`config.mk`:
```
export PLATFORM = sky130hd
export DESIGN_NAME = layer_scheduler
export DESIGN_NICKNAME = d
export VERILOG_FILES = /design/src/rtl/layer_scheduler_pkg.sv /design/src/rtl/layer_scheduler_stats.sv /design/src/rtl/layer_scheduler.sv
export SDC_FILE = /design/constraint.sdc
export NUM_CORES = 1
export LEC_CHECK = 0
export BUFFER_PORTS_ARGS = -buffer_cell sky130_fd_sc_hd__buf_2
export CAP_MARGIN = 20
export CELL_PAD_IN_SITES_DETAIL_PLACEMENT = 0
export CELL_PAD_IN_SITES_GLOBAL_PLACEMENT = 1
export CORE_MARGIN = 5
export CORE_UTILIZATION = 33
export CTS_BUF_LIST = sky130_fd_sc_hd__clkbuf_16
export CTS_CLUSTER_SIZE = 40
export DETAILED_ROUTE_END_ITERATION = 10
export PLACE_DENSITY_LB_ADDON = 0.1
export SKIP_CTS_REPAIR_TIMING = 1
export SLEW_MARGIN = 0
export SYNTH_ARGS = -nofsm -noshare
export SYNTH_HDL_FRONTEND = slang
export SYNTH_SLANG_ARGS = --single-unit
export TNS_END_PERCENT = 30
```
`constraint.sdc`:
```
create_clock -name clk -period 1.78 [get_ports clk]
set_input_delay 0.356 -clock clk [delete_from_list [all_inputs] [get_ports clk]]
set_output_delay 0.356 -clock clk [all_outputs]
set_load 0.01 [all_outputs]
```
`src/rtl/layer_scheduler_pkg.sv`:
```
// -----------------------------------------------------------------------------
// layer_scheduler_pkg
// Shared types and helpers for the layer scheduler and its statistics block.
//   sched_state_t : scheduler FSM state encoding
//   sat_inc       : saturating increment on a SAT_W-bit value against a ceiling
// Optional feature macro used by the design: LAYER_SCHEDULER_STATS_EN
// -----------------------------------------------------------------------------
package layer_scheduler_pkg;

    typedef enum logic [2:0] {
        ST_IDLE,
        ST_SHIFT,
        ST_START,
        ST_RUN,
        ST_CACHE
    } sched_state_t;

    localparam int SAT_W = 32;

    // Callers zero-extend their counter and its all-ones ceiling to SAT_W bits
    // and truncate the result back, so one function serves any width <= 32.
    function automatic logic [SAT_W-1:0] sat_inc(input logic [SAT_W-1:0] value,
                                                 input logic [SAT_W-1:0] max_value);
        if (value >= max_value) begin
            return max_value;
        end
        return value + 32'd1;
    endfunction

endpackage

```
`src/rtl/layer_scheduler_stats.sv`:
```
// -----------------------------------------------------------------------------
// layer_scheduler_stats
// Frame-length statistics for the layer scheduler. Counts cycles while a frame
// is active (saturating); on frame completion publishes the length including
// the completing cycle and tracks the maximum. Aborted frames publish nothing.
// Ports:
//   clk, rst            : clock, synchronous active-high reset
//   frame_active        : scheduler is busy (SHIFT through final CACHE)
//   frame_done          : current cycle is the final CACHE of a frame
//   frame_abort         : current cycle is a layer timeout
//   last_frame_cycles   : length of the last completed frame
//   max_frame_cycles    : longest completed frame since reset
// -----------------------------------------------------------------------------
module layer_scheduler_stats
    import layer_scheduler_pkg::*;
#(
    parameter int CNT_W = 16
) (
    input  logic             clk,
    input  logic             rst,
    input  logic             frame_active,
    input  logic             frame_done,
    input  logic             frame_abort,
    output logic [CNT_W-1:0] last_frame_cycles,
    output logic [CNT_W-1:0] max_frame_cycles
);

    localparam logic [CNT_W-1:0] CNT_MAX = '1;

    logic [CNT_W-1:0] count_q, count_d;
    logic [CNT_W-1:0] last_q, last_d;
    logic [CNT_W-1:0] max_q, max_d;
    logic [CNT_W-1:0] count_inc;

    // count_q holds the cycles already spent in the frame, so count_inc is the
    // length including the current cycle; that is the value published on done.
    always_comb begin
        count_inc = CNT_W'(sat_inc(SAT_W'(count_q), SAT_W'(CNT_MAX)));
        count_d   = count_q;
        last_d    = last_q;
        max_d     = max_q;
        if (!frame_active || frame_abort) begin
            count_d = '0;
        end else begin
            count_d = count_inc;
        end
        if (frame_done) begin
            last_d = count_inc;
            if (count_inc > max_q) begin
                max_d = count_inc;
            end
        end
    end

    always_ff @(posedge clk) begin
        if (rst) begin
            count_q <= '0;
            last_q  <= '0;
            max_q   <= '0;
        end else begin
            count_q <= count_d;
            last_q  <= last_d;
            max_q   <= max_d;
        end
    end

    assign last_frame_cycles = last_q;
    assign max_frame_cycles  = max_q;

endmodule

```
`src/rtl/layer_scheduler.sv`:
```
// -----------------------------------------------------------------------------
// layer_scheduler
// Frame sequencer for the dilated-conv pipeline. Each rising edge of
// sample_clk steps the input shift buffer, then each conv layer is started,
// awaited and its output cached in turn. Edges arriving mid-frame are counted
// as overruns; a layer that never signals done within TIMEOUT cycles aborts
// the frame and sets a sticky error.
// Optional feature: define LAYER_SCHEDULER_STATS_EN for frame-length stats;
// otherwise last_frame_cycles / max_frame_cycles are tied to zero.
// Ports:
//   clk, rst           : clock, synchronous active-high reset
//   sample_clk         : sample clock, already synchronised to clk
//   shift_stb          : one-cycle pulse clocking the input shift buffer
//   layer_start[i]     : one-cycle pulse starting layer i
//   layer_done[i]      : layer i output valid (level)
//   cache_stb[i]       : one-cycle pulse capturing layer i output
//   busy               : scheduler not idle
//   overrun_cnt        : saturating count of edges seen while busy
//   timeout_err        : sticky layer-timeout flag
//   last_frame_cycles  : cycles of the last completed frame
//   max_frame_cycles   : maximum over completed frames
// -----------------------------------------------------------------------------
module layer_scheduler
    import layer_scheduler_pkg::*;
#(
    parameter int N_LAYERS = 3,
    parameter int TIMEOUT  = 4096,
    parameter int CNT_W    = 16
) (
    input  logic                clk,
    input  logic                rst,
    input  logic                sample_clk,
    output logic                shift_stb,
    output logic [N_LAYERS-1:0] layer_start,
    input  logic [N_LAYERS-1:0] layer_done,
    output logic [N_LAYERS-1:0] cache_stb,
    output logic                busy,
    output logic [CNT_W-1:0]    overrun_cnt,
    output logic                timeout_err,
    output logic [CNT_W-1:0]    last_frame_cycles,
    output logic [CNT_W-1:0]    max_frame_cycles
);

    localparam int LI_W   = (N_LAYERS > 1) ? $clog2(N_LAYERS) : 1;
    localparam int WAIT_W = (TIMEOUT > 1) ? $clog2(TIMEOUT) : 1;

    localparam logic [LI_W-1:0]   LAST_LI   = LI_W'(N_LAYERS - 1);
    localparam logic [WAIT_W-1:0] WAIT_LAST = WAIT_W'(TIMEOUT - 1);
    localparam logic [CNT_W-1:0]  CNT_MAX   = '1;

    sched_state_t      state_q, state_d;
    logic [LI_W-1:0]   li_q, li_d;
    logic [WAIT_W-1:0] wait_q, wait_d;
    logic              prev_sample_q, prev_sample_d;
    logic [CNT_W-1:0]  overrun_q, overrun_d;
    logic              timeout_q, timeout_d;

    logic sample_edge;
    logic done_sel;
    logic wait_expired;

    assign sample_edge  = sample_clk & ~prev_sample_q;
    assign done_sel     = layer_done[li_q];
    assign wait_expired = (wait_q == WAIT_LAST);

    // Next-state logic plus Moore strobe decode. Overruns are counted in every
    // non-idle state, including the final CACHE cycle, and never disturb the
    // frame in progress. In RUN, done is tested before the timeout so a layer
    // finishing on the last allowed cycle still completes.
    always_comb begin
        state_d       = state_q;
        li_d          = li_q;
        wait_d        = wait_q;
        timeout_d     = timeout_q;
        prev_sample_d = sample_clk;
        overrun_d     = overrun_q;

        shift_stb   = 1'b0;
        layer_start = '0;
        cache_stb   = '0;
        busy        = (state_q != ST_IDLE);

        if (sample_edge && (state_q != ST_IDLE)) begin
            overrun_d = CNT_W'(sat_inc(SAT_W'(overrun_q), SAT_W'(CNT_MAX)));
        end

        case (state_q)
            ST_IDLE: begin
                if (sample_edge) begin
                    state_d = ST_SHIFT;
                end
            end
            ST_SHIFT: begin
                shift_stb = 1'b1;
                li_d      = '0;
                state_d   = ST_START;
            end
            ST_START: begin
                layer_start[li_q] = 1'b1;
                wait_d            = '0;
                state_d           = ST_RUN;
            end
            ST_RUN: begin
                if (done_sel) begin
                    state_d = ST_CACHE;
                end else if (wait_expired) begin
                    timeout_d = 1'b1;
                    state_d   = ST_IDLE;
                end else begin
                    wait_d = wait_q + WAIT_W'(1);
                end
            end
            ST_CACHE: begin
                cache_stb[li_q] = 1'b1;
                if (li_q == LAST_LI) begin
                    state_d = ST_IDLE;
                end else begin
                    li_d    = li_q + LI_W'(1);
                    state_d = ST_START;
                end
            end
            default: begin
                state_d = ST_IDLE;
            end
        endcase
    end

    always_ff @(posedge clk) begin
        if (rst) begin
            state_q       <= ST_IDLE;
            li_q          <= '0;
            wait_q        <= '0;
            prev_sample_q <= 1'b0;
            overrun_q     <= '0;
            timeout_q     <= 1'b0;
        end else begin
            state_q       <= state_d;
            li_q          <= li_d;
            wait_q        <= wait_d;
            prev_sample_q <= prev_sample_d;
            overrun_q     <= overrun_d;
            timeout_q     <= timeout_d;
        end
    end

    assign overrun_cnt = overrun_q;
    assign timeout_err = timeout_q;

`ifdef LAYER_SCHEDULER_STATS_EN
    logic frame_active;
    logic frame_done;
    logic frame_abort;

    assign frame_active = (state_q != ST_IDLE);
    assign frame_done   = (state_q == ST_CACHE) && (li_q == LAST_LI);
    assign frame_abort  = (state_q == ST_RUN) && !done_sel && wait_expired;

    layer_scheduler_stats #(
        .CNT_W (CNT_W)
    ) u_stats (
        .clk               (clk),
        .rst               (rst),
        .frame_active      (frame_active),
        .frame_done        (frame_done),
        .frame_abort       (frame_abort),
        .last_frame_cycles (last_frame_cycles),
        .max_frame_cycles  (max_frame_cycles)
    );
`else
    assign last_frame_cycles = '0;
    assign max_frame_cycles  = '0;
`endif

endmodule
```
### Yosys cells after proc, flatten, opt, wreduce, memory -nomap -nowiden

Index checks and enable logic that the tools add are counted.

| cells by class | value |
|---|---|
| add/subtract/negate cells | 3 |
| multiply operators | 0 |
| divide/modulo/power cells | 0 |
| order comparisons | 3 |
| equality and inequality tests | 11 |
| shifts and indexed selects | 0 |
| muxes and demuxes | 21 |
| bitwise operators | 3 |
| reduce and logical (&&, ||, !) cells | 10 |

Operators by type and width:

| operator | count |
|---|---|
| two-way mux 16 bit | 2 |
| two-way mux 12 bit | 2 |
| case mux 12 bit (2 select lines) | 1 |
| adder 16 x 1 -> 16 bit (second input constant) | 1 |
| greater-or-equal comparator 16 bit (second input constant) | 1 |
| two-way mux 3 bit | 5 |
| case mux 3 bit (5 select lines) | 1 |
| adder 12 x 1 -> 12 bit (second input constant) | 1 |
| == test 12 bit (second input constant) | 1 |
| inequality test 2 bit (second input constant) | 4 |
| == test 3 x 2 -> 1 bit (second input constant) | 2 |
| AND reduction 3 bit | 2 |
| two-way mux 1 bit | 5 |
| two-way mux 2 bit | 2 |
| case mux 2 bit (2 select lines) | 1 |
| AND reduction 2 bit | 2 |
| nonzero test 2 bit | 2 |
| == test 3 x 1 -> 1 bit (second input constant) | 1 |
| == test 3 bit (second input constant) | 1 |
| logical NOT 3 bit | 1 |
| < comparator 2 x 3 -> 1 bit (second input constant) | 1 |
| inequality test 3 bit (second input constant) | 1 |
| nonzero test 3 bit | 1 |
| adder 2 x 1 -> 2 bit (second input constant) | 1 |
| 7 further kinds | 9 |

| word-level totals | value |
|---|---|
| bits in registers | 35 |
| latch bits | 0 |
| RAM bits | 0 |
| bits in read-only memories | 0 |
| bits of input ports | 6 |
| output and inout port bits | 57 |
| word-level logic and storage cells | 57 |
| memories kept | 0 |

### Depth between registers and ports, before layout

| depth | value |
|---|---|
| depth in word-level cells | 5 |
| mapped depth | 7 |
| depth with buffers taken out | 7 |

### Worst setup path before layout

OpenSTA, ideal clock, no wires.

| timing | value |
|---|---|
| kind | flip-flop to flip-flop |
| start | reg wait_q[0] |
| end | reg wait_q[7] |
| library setup time | 0.071 ns |
| data arrival time | 1.640 ns |
| data required time | 1.709 ns |
| slack | 0.069 ns |
| stages on the path, launching flop included | 7 |
| buffers on the path | 0 |
| clock period less this slack | 1.711 ns |
| path through | dfxtp_1 ha_1 nand4_1 or3_4 a21oi_2 o21ai_0 a21oi_1 |

| between the ends | value |
|---|---|
| longest elaborated chain between the ends | 4 |
| elaborated cells on any way between the ends | 7 |
| classes of those cells | 1 x add/sub; 2 x eq/ne; 3 x mux; 1 x reduce/logical |

Ends and longest elaborated chain:

| item | line | text |
|---|---|---|
| start, declared | layer_scheduler.sv:53 | `logic [WAIT_W-1:0] wait_q, wait_d;` |
| start signal, assigned | layer_scheduler.sv:139 | `wait_q <= wait_d;` |
| adder 12 x 1 -> 12 bit | layer_scheduler.sv:110 | `wait_d = wait_q + WAIT_W'(1);` |
| two-way mux 12 bit | layer_scheduler.sv:106 | `end else if (wait_expired) begin` |
| two-way mux 12 bit | layer_scheduler.sv:104 | `if (done_sel) begin` |
| case mux 12 bit (2 select lines) | layer_scheduler.sv:87 | `case (state_q)` |

Parallel ways exist; a longest one is shown, timed or not. The select of a mux whose other input is x is not followed.
A chain may end at the register's enable or synchronous reset.

### Final worst setup path

| timing | value |
|---|---|
| start | reg li_q[0] |
| end | out layer_start[2] |

| between the ends | value |
|---|---|
| longest elaborated chain between the ends | 5 |
| elaborated cells on any way between the ends | 6 |
| classes of those cells | 2 x order compare; 3 x mux; 1 x reduce/logical |

Ends and longest elaborated chain:

| item | line | text |
|---|---|---|
| start, declared | layer_scheduler.sv:52 | `logic [LI_W-1:0] li_q, li_d;` |
| start signal, assigned | layer_scheduler.sv:138 | `li_q <= li_d;` |
| < comparator 2 x 3 -> 1 bit (implied by the code) or greater-or-equal comparator 2 x 1 -> 1 bit (tied branches) | layer_scheduler.sv:99 | `layer_start[li_q] = 1'b1;` |
| logical AND 1 bit (implied by the code) | layer_scheduler.sv:99 |  |
| two-way mux 1 bit (implied by the code) | layer_scheduler.sv:99 |  |
| demux 1 bit (select 2 bit) * | layer_scheduler.sv:99 |  |
| two-way mux 3 bit * | layer_scheduler.sv:87 |  |
| end, declared | layer_scheduler.sv:34 | `output logic [N_LAYERS-1:0] layer_start,` |

Every way passes the cells marked *; elsewhere a longest branch is shown, timed or not.

==> qor.csv <==
stage,metric,value,unit
status,status,completed,
logic_synthesis,synthCells,263,
logic_synthesis,synth_mux_area_share,1.43,%
setup_path,critPathRequiredTime,1420,ps
timing,period_minus_slack,1700,ps
clocking,cts_htree_levels,2,
placement,placed_area,2480,µm²
finish,final_common_cell,buf_4,
placement,dpl.hpwl,4020,µm
route,vias,1956,
logic_synthesis,ys_types,39,
setup_path,path_class,flop to output pin,
logic_synthesis,async_reset_ff_share,0,%
pwr,swShare,26.2,%
logic_synthesis,syn_area_per_cell,8.00,µm²
logic_synthesis,synth_seq_cells,35,
finish,num_antenna_cells,0,
floorplanning,start_util,33.5,%
pwr,power_switching,502,µW
timing,hold_ws,335,ps
setup_path,crit_buf_inv,3,
finish,drive_above_1_share,27.3,%
finish,post-route-util,42.2,%
route,ant_nets,0,
timing,slew_violations,0,
clocking,clkLatencyLatePin,280,ps
route,routedWlPerCell,13.0,µm
pwr,combPwrFrac,14.0,%
pwr,p_per_area,724,nW/µm²
grt,grt-ovfl-total,0,
logic_synthesis,yosys.area_share.xor_xnor,4.58,%
floorplanning,io_pins,63,
pwr,intPower,1.41,mW
clocking,numCtsBuffers,5,
route,drtPass1Iterations,4,
placement,globalplace.congestion,0.822,
logic_synthesis,synth_compound_area_share,16.2,%
grt,grt_pass1_wl,8800,µm
pwr,power.share.clock,43.6,%
floorplanning,chipHeight,89.9,µm
clocking,path_clk_slew,60,ps
logic_synthesis,yosysWarnings,0,
min_path,hp-class,input pin to flop,
grt,antenna_found_initial,0,
logic_synthesis,seq_area_frac_synth,33.3,%
logic_synthesis,synthTopCellsByArea,"dfxtp_1 (33%), buf_4 (12%), a21oi_1 (7.4%), nor2_1 (4.3%), nand3_1 (3.8%)",
floorplanning,die_w,89.9,µm
floorplanning,rows,29,
finish,layout_common_cells,"buf_4 (38), conb_1 (32), dfxtp_1 (32), a21oi_1 (31), buf_2 (30)",
timing,setup_tns,0,ps
clocking,clock_path_buffers,2,
finish,area_growth,25.7,%
setup_path,worstPathMaxFanout,5,
timing,hold_violations,0,
logic_synthesis,synth_top_family_by_area,simple AND/OR/NAND/NOR gates,
finish,layout.nets,340,
logic_synthesis,yosys.area_share.simple,27.2,%
clocking,cts_tree,built,
timing,max_freq,587,MHz
clocking,cts_root_buf,clkbuf_16,
floorplanning,coreArea,6280,µm²
setup_path,cp.arrival,1350,ps
logic_synthesis,syn_area,2100,µm²
timing,slew_headroom,66.0,%
pwr,max-vdd-ir-drop,0.000385,V
setup_path,cp-start-kind,flop,
route,vias_per_cell,4.81,
flow_run,drv_cap,0,
finish,final_cell_area,2650,µm²
logic_synthesis,synth_top_area_share,33.3,%
setup_path,crit_chain,"buf_4, inv_1, ha_2, and3_1, buf_2",
placement,portBuffers,30,
logic_synthesis,synth_ff_type,dfxtp_1,
route,drc,0,
floorplanning,dieArea,8070,µm²
route,routed_wl,5300,µm
grt,grt_pass1_vias,1858,
timing,rsz0062_at_grt,false,
timing,fin_crit_sh,95.7,%
setup_path,critPathCaptureType,output pin,
logic_synthesis,synth_fa_ha_area_share,2.97,%
timing,clock_skew,7.40,ps
setup_path,critPathTopFamily,buffers and inverters,
timing,setup_viol,0,
pwr,power_leakage,1.12,nW
timing,worst_pin_slew,507,ps
clocking,cts.sinks,35,
logic_synthesis,synth_edf_count,0,
grt,track_usage,12.8,%
grt,grt_start_max_net_pins,20,
setup_path,crit_path_max_incr_delay,330,ps
logic_synthesis,yosysTopAreaCell,dfxtp_1,
route,drtIter0Drc,75,
setup_path,cp_slowest_cell,dfxtp_2,
pwr,seqPwrFrac,42.4,%
## path summary, 6_finish.rpt
path,from,endpoint,slack [ps],depth (start not counted)
worst max-delay path,li_q[0],layer_start[2],80,5
worst min-delay path,sample_clk,prev_sample_q,330,2
worst max register to register,wait_q[0],wait_q[3],140,7
worst min register to register,timeout_err,timeout_err,450,2
## synthesized netlist by cell type (8+ instances only)
library cell  count
dfxtp_1          35
buf_4            33
a21oi_1          31
nor2_1           24
nand3_1          16
o21ai_0          13
nand2_1          10
nand4_1           8
nor3_1            8
## flip-flops by register name, summed over array words and instances (netlist names)
register / count
timeout_err: 1
prev_sample_q: 1
li_q: 2
state_q: 3
overrun_cnt: 16
wait_q: 12
## final cells by class
type | instances | area (µm²)
inverter | 6 | 22.5
multi-input combinational | 213 | 1250
tap | 77 | 96.3
fill | 660 | 3630
clock inverter | 3 | 16.3
sequential | 35 | 704
clock buffer | 5 | 125
timing repair buffer | 68 | 435
## power by group through the flow
stage | Clock (mW) | Sequential, mW | Combinational (mW)
floorplan | 0 | 0.826 | 0.216
global placement | 0 | 0.827 | 0.264
detailed placement | 0 | 0.827 | 0.261
CTS | 0.865 | 0.810 | 0.263
global route | 0.901 | 0.814 | 0.297
finish | 0.836 | 0.812 | 0.269
## layer usage
metal / part of all wire [%] / vias up / GRT usage (%)
met4: 0.70 / 0 / 3.47
met2: 47 / 38 / 21.3
li1: - / 1004 / -
met3: 4.5 / 4 / 3.26
met1: 48 / 910 / 16.5
met5: 0 / - / 0
## worst register-to-register path: cells and delay by family, from the launching register on
family | cells | cell delay [ps]
fa+ha+maj | 1 | 180
flops | 1 | 320
simple gates | 4 | 830
compound gates | 1 | 150
buf+inv | 1 | 110
## per-stage QoR
stage	worst slack [ps]	instances	power, mW
floorplan	69.2	294	1.04
global placement	58.3	399	1.09
detailed placement	65.9	399	1.09
CTS	6.14	407	1.94
global route	1.97	407	2.01
finish	77.0	407	1.92
## kinds of logic (layout without fill, tap and decap cells)
group	after synthesis	count (layout)
buffers and inverters	46	82
other	1	32
adders and majority gates	5	5
AOI/OAI and AO/OA	59	59
and+or+nand+nor	103	103
DFF	35	35
xor gates and xnor gates	11	11
muxes	3	3
Note: power is estimated with default switching activity, not from simulation.
